`src/rtl/mux8_rr_scheduler.sv`:
```
// Round-robin scheduler sharing one 8:1 mux among 8 requesters: one-hot grants
// with bounded hold time, registered mux selects and a registered sampled data bit.
module mux8_rr_scheduler #(
    parameter int HOLD_MAX = 4,
    parameter int CNT_W    = 4
) (
    input  logic       clk,
    input  logic       rst_n,
    input  logic [7:0] req,
    input  logic [7:0] data_in,
    output logic [7:0] gnt,
    output logic [2:0] sel,
    output logic       y_out,
    output logic       valid,
    output logic       busy
);

    typedef enum logic [1:0] {
        S_IDLE  = 2'd0,
        S_GRANT = 2'd1
    } state_t;

    state_t           r_state, w_state_nxt;
    logic [2:0]       r_last_owner, w_last_nxt;
    logic [CNT_W-1:0] r_hold_cnt, w_hold_nxt;
    logic [7:0]       r_gnt, w_gnt_nxt;
    logic [2:0]       r_sel, w_sel_nxt;
    logic             r_busy, w_busy_nxt;
    logic             r_y, r_valid;
    logic             w_found;
    logic [2:0]       w_winner;
    logic             w_mux;

    // Search starts just past the last owner, so it naturally gets lowest priority.
    always_comb begin
        logic [2:0] idx;
        w_found  = 1'b0;
        w_winner = r_last_owner;
        for (int unsigned i = 1; i <= 8; i++) begin
            idx = r_last_owner + 3'(i);
            if (!w_found && req[idx]) begin
                w_found  = 1'b1;
                w_winner = idx;
            end
        end
    end

    always_comb begin
        case (r_sel)
            3'd0:    w_mux = data_in[0];
            3'd1:    w_mux = data_in[1];
            3'd2:    w_mux = data_in[2];
            3'd3:    w_mux = data_in[3];
            3'd4:    w_mux = data_in[4];
            3'd5:    w_mux = data_in[5];
            3'd6:    w_mux = data_in[6];
            default: w_mux = data_in[7];
        endcase
    end

    always_comb begin
        w_state_nxt = r_state;
        w_last_nxt  = r_last_owner;
        w_hold_nxt  = r_hold_cnt;
        w_gnt_nxt   = r_gnt;
        w_sel_nxt   = r_sel;
        w_busy_nxt  = r_busy;
        case (r_state)
            S_GRANT: begin
                if (!req[r_sel] || (r_hold_cnt == CNT_W'(HOLD_MAX))) begin
                    w_state_nxt = S_IDLE;
                    w_gnt_nxt   = '0;
                    w_busy_nxt  = 1'b0;
                    w_last_nxt  = r_sel;
                    w_hold_nxt  = '0;
                end else begin
                    w_hold_nxt = r_hold_cnt + CNT_W'(1);
                end
            end
            // Unreachable encodings fall through to idle behaviour.
            default: begin
                w_gnt_nxt  = '0;
                w_busy_nxt = 1'b0;
                w_hold_nxt = '0;
                if (w_found) begin
                    w_state_nxt = S_GRANT;
                    w_gnt_nxt   = 8'b1 << w_winner;
                    w_sel_nxt   = w_winner;
                    w_hold_nxt  = CNT_W'(1);
                    w_busy_nxt  = 1'b1;
                end
            end
        endcase
    end

    always_ff @(posedge clk or negedge rst_n) begin
        if (!rst_n) begin
            r_state      <= S_IDLE;
            r_last_owner <= 3'd7;
            r_hold_cnt   <= '0;
            r_gnt        <= '0;
            r_sel        <= '0;
            r_busy       <= 1'b0;
        end else begin
            r_state      <= w_state_nxt;
            r_last_owner <= w_last_nxt;
            r_hold_cnt   <= w_hold_nxt;
            r_gnt        <= w_gnt_nxt;
            r_sel        <= w_sel_nxt;
            r_busy       <= w_busy_nxt;
        end
    end

    // Sample follows the registered grant, so y_out lags the granted cycle by one clock.
    always_ff @(posedge clk or negedge rst_n) begin
        if (!rst_n) begin
            r_y     <= 1'b0;
            r_valid <= 1'b0;
        end else if (|r_gnt) begin
            r_y     <= w_mux;
            r_valid <= 1'b1;
        end else begin
            r_valid <= 1'b0;
        end
    end

    assign gnt   = r_gnt;
    assign sel   = r_sel;
    assign y_out = r_y;
    assign valid = r_valid;
    assign busy  = r_busy;

endmodule
```
`config.mk`:
```
export PLATFORM = sky130hd
export DESIGN_NAME = mux8_rr_scheduler
export DESIGN_NICKNAME = d
export VERILOG_FILES = /design/src/rtl/mux8_rr_scheduler.sv
export SDC_FILE = /design/constraint.sdc
export NUM_CORES = 1
export LEC_CHECK = 0
export ABC_AREA = 1
export CAP_MARGIN = 20
export CORE_MARGIN = 2
export CORE_UTILIZATION = 35
export DETAILED_ROUTE_END_ITERATION = 10
export PLACE_DENSITY = 0.64
export SKIP_CTS_REPAIR_TIMING = 1
export SLEW_MARGIN = 0
export SYNTH_ARGS = -nofsm -noshare
export SYNTH_HDL_FRONTEND = slang
export SYNTH_SLANG_ARGS = --single-unit
```
`constraint.sdc`:
```
create_clock -name clk -period 4.4 [get_ports clk]
set_clock_uncertainty 0.2 [all_clocks]
set_input_delay 0.44 -clock clk [delete_from_list [all_inputs] [get_ports clk]]
set_output_delay 0.44 -clock clk [all_outputs]
set_load 0.02 [all_outputs]
```
==> summary.md <==
| Metric | Value |
|---|---|
| Status | `completed` |
| DR vias/cell | `4.81` |
| Routed WL per cell | `12.0 um` |
| Min-delay worst type | `flip-flop to flip-flop` |
| Final nets | `336` |
| Worst endpoint data arrival time | `a little over 3 ns` |
| Final WL | `between 4000 and 5000 um` |
| Synth top area share | `between 20% and 30%` |
| CORE AREA | `around 0.005 sq mm` |
| F_max | `~330 MHz` |
| DP Worst Slack | `around 1.4 ns` |
| Pin count of the biggest net entering global routing | `23` |
| Unrepaired setup endpoints after global routing | `false` |
| Number of remaining DRC errors | `0` |
| Clock Sink Count | `22` |
| Crit path required time | `between 4 and 5 ns` |
| Design Area, Final | `0.00230 sq mm` |
| Most common cell after layout, fill and taps aside | `nand2_1` |
| Crit-path max FO | `14` |
| Placed cell area | `~0.0022 sq mm` |
| # IOs | `32` |
| Clock tree root buffer cell | `clkbuf_8` |
| Post-synth top area cell | `dfrtp_1` |
| Width of the chip | `around 77 um` |
| Syn Inst Count | `around 280` |
| Final GP Congestion | `slightly above 0.9` |
| Most frequent cells in the layout | `114 x nand2_1, 32 x nand3_1, 31 x clkdlybuf4s50_1` |
| # setup viols final | `0` |
| All-Layer GR Usage | `16.3%` |
| Worst Slack Setup Final | `about 1.3 ns` |
| Clock transition at path regs | `0.08 ns` |
| Number of fill cells | `~540` |
| Worst Setup End Kind | `flip-flop` |
| TritonCTS clock tree | `built` |
| CP Launch Type | `flip-flop` |
| Share of post-route cells with drive strength above 1 | `a little over an eighth` |
| Initial antenna violation count | `0` |
| Slew @ Worst Pin | `a little under 0.5 ns` |
| Grt ovf | `0` |
| Routed via count | `1843` |
| Post-Synthesis Cell Area | `0.00185 sq mm` |
| Worst slew margin | `a little under 70%` |
| H-tree depth | `1` |
| Ant diodes | `0` |
| Final ANT Viol Nets | `0` |
| Synthesized flop and latch total | `22` |
| Setup tns final | `0 ns` |
| DR iter-0 viols | `150` |
| Final Hold Viols | `0` |
| Crit path kind | `flip-flop to flip-flop` |
| Detailed Routing Iterations Pass 1 | `4` |
| Worst-Skew Late Latency | `roughly 0.26 ns` |
| Synth area leaders | `dfrtp_1 26%, nand2_1 23%, nand3_1 8.7%` |
| Hpwl dp | `between 3000 and 4000 um` |
| Max-slew violations | `0` |
| Syn_nets | `slightly above 300` |
| Vias in the first global route | `1760` |
| Row count | `26` |
| Netlist cell types | `35` |
| Sequential share of the synthesized area | `approximately 30%` |
| CTS Buf Count | `3` |
| Final period util | `69.8%` |
| Die area | `~0.0059 sq mm` |
| Fin crit period | `3.07 ns` |
| Area delta synth->final | `24.3%` |
| Synth warn | `0` |
| Starting Density | `between 30% and 40%` |
| Die H | `between 70 and 80 um` |
| Avg Cell Area, Syn | `6.56 sq um` |
| Number of max-cap violations | `0` |
| I/O Buffers | `31` |
| Global-route wire length before repair | `~8000 um` |
| Clock Tree Buf Depth | `2` |
layer usage:
metal	wire length (um)	track usage (%)	share of wire, %	up-vias
li1	-	-	-	959
met1	2180	22.2	47	835
met2	2170	27.1	47	45
met3	203	2.24	4.4	4
met4	41	4.73	0.89	0
met5	0	0	0	-
layout make-up:
| type | count | area [sq um] | share of cell area [%] |
|---|---|---|---|
| multi-input cells | 223 | 1140 | 49.5 |
| flip-flops and latches | 22 | 554 | 24.1 |
| repair buffers | 32 | 325 | 14.2 |
| inverters | 32 | 123 | 5.33 |
| well taps | 70 | 87.6 | 3.81 |
| clock buffers | 3 | 41.3 | 1.80 |
| clock inverters | 1 | 30.0 | 1.31 |
cell usage after synthesis:
cell type and n:
a22oi_1 1, inv_2 9, a221oi_1 1, nand2_2 13, nand3_1 32, xor2_2 1, nor4_1 2, o21ai_1 2
nor2_2 1, ha_1 4, inv_4 1, inv_1 21, buf_2 1, nand2_1 114, nand3_2 3, o21bai_1 1
o21ai_0 7, xor2_1 3, nand2_4 2, clkinv_1 1, nand3_4 1, nand4_4 1, dfstp_2 3, nor2_1 15
a21oi_4 1, xnor2_1 2, clkbuf_1 1, nand4_1 7, nor2_4 2, buf_4 2, a21oi_1 4, buf_6 1
dfrtp_1 19, nand3b_1 1, a31oi_1 2
per-stage QoR:
step                cells  hold WS [ns]  util, %
global placement      378         0.287     43.3
CTS                   382         0.292     44.7
global route          383         0.311     45.0
detailed placement    378         0.262     43.3
floorplan             282       -0.0556        -
finish                383         0.294     45.0
registers in the layout, summed over array words and instances (netlist names):
signal        flops
valid             1
r_last_owner      3
y_out             1
sel               3
r_state           1
gnt               8
r_hold_cnt        4
busy              1
logic make-up (layout without fill, tap and decap cells):
group | Yosys count | in the layout | synth area share (%)
AND/OR/NAND/NOR | 194 | 194 | 49.2
buffers and inverters | 37 | 68 | 8.52
flip-flops | 22 | 22 | 30.0
AO/OA/AOI/OAI | 19 | 19 | 6.36
XOR/XNOR | 6 | 6 | 3.25
adder cells (fa/ha/maj) | 4 | 4 | 2.71
critical path, cell delays in order, from the launching register on:
cell and delay [ns]:
dfstp_2 0.69, inv_2 0.17, ha_1 0.43, inv_1 0.19, nand3_1 0.11, nand2_1 0.10, nand2_1 0.10, nand2_4 0.12
nand3_4 0.08, nor2_4 0.14, nand4_4 0.13, nand2_1 0.10, inv_2 0.04, nand2_2 0.07, nand2_2 0.06, nor2_1 0.13
nand2_1 0.08, nand2_1 0.07
final timing paths:
kind                                      start              end  slack (ns)  cells past startpoint
max in group asynchronous                 rst_n  r_last_owner[1]        3.16                      2
worst min-delay path                       busy             busy        0.29                      2
min in group asynchronous                 rst_n           gnt[7]        0.30                      1
worst max register to register  r_last_owner[0]           gnt[6]        1.33                     17
worst min register to register             busy             busy        0.29                      2
worst max-delay path            r_last_owner[0]           gnt[6]        1.33                     17
Power is left out: the tool's default activity adds up to more than one toggle a clock period on the data nets, which glitch-free logic cannot reach.
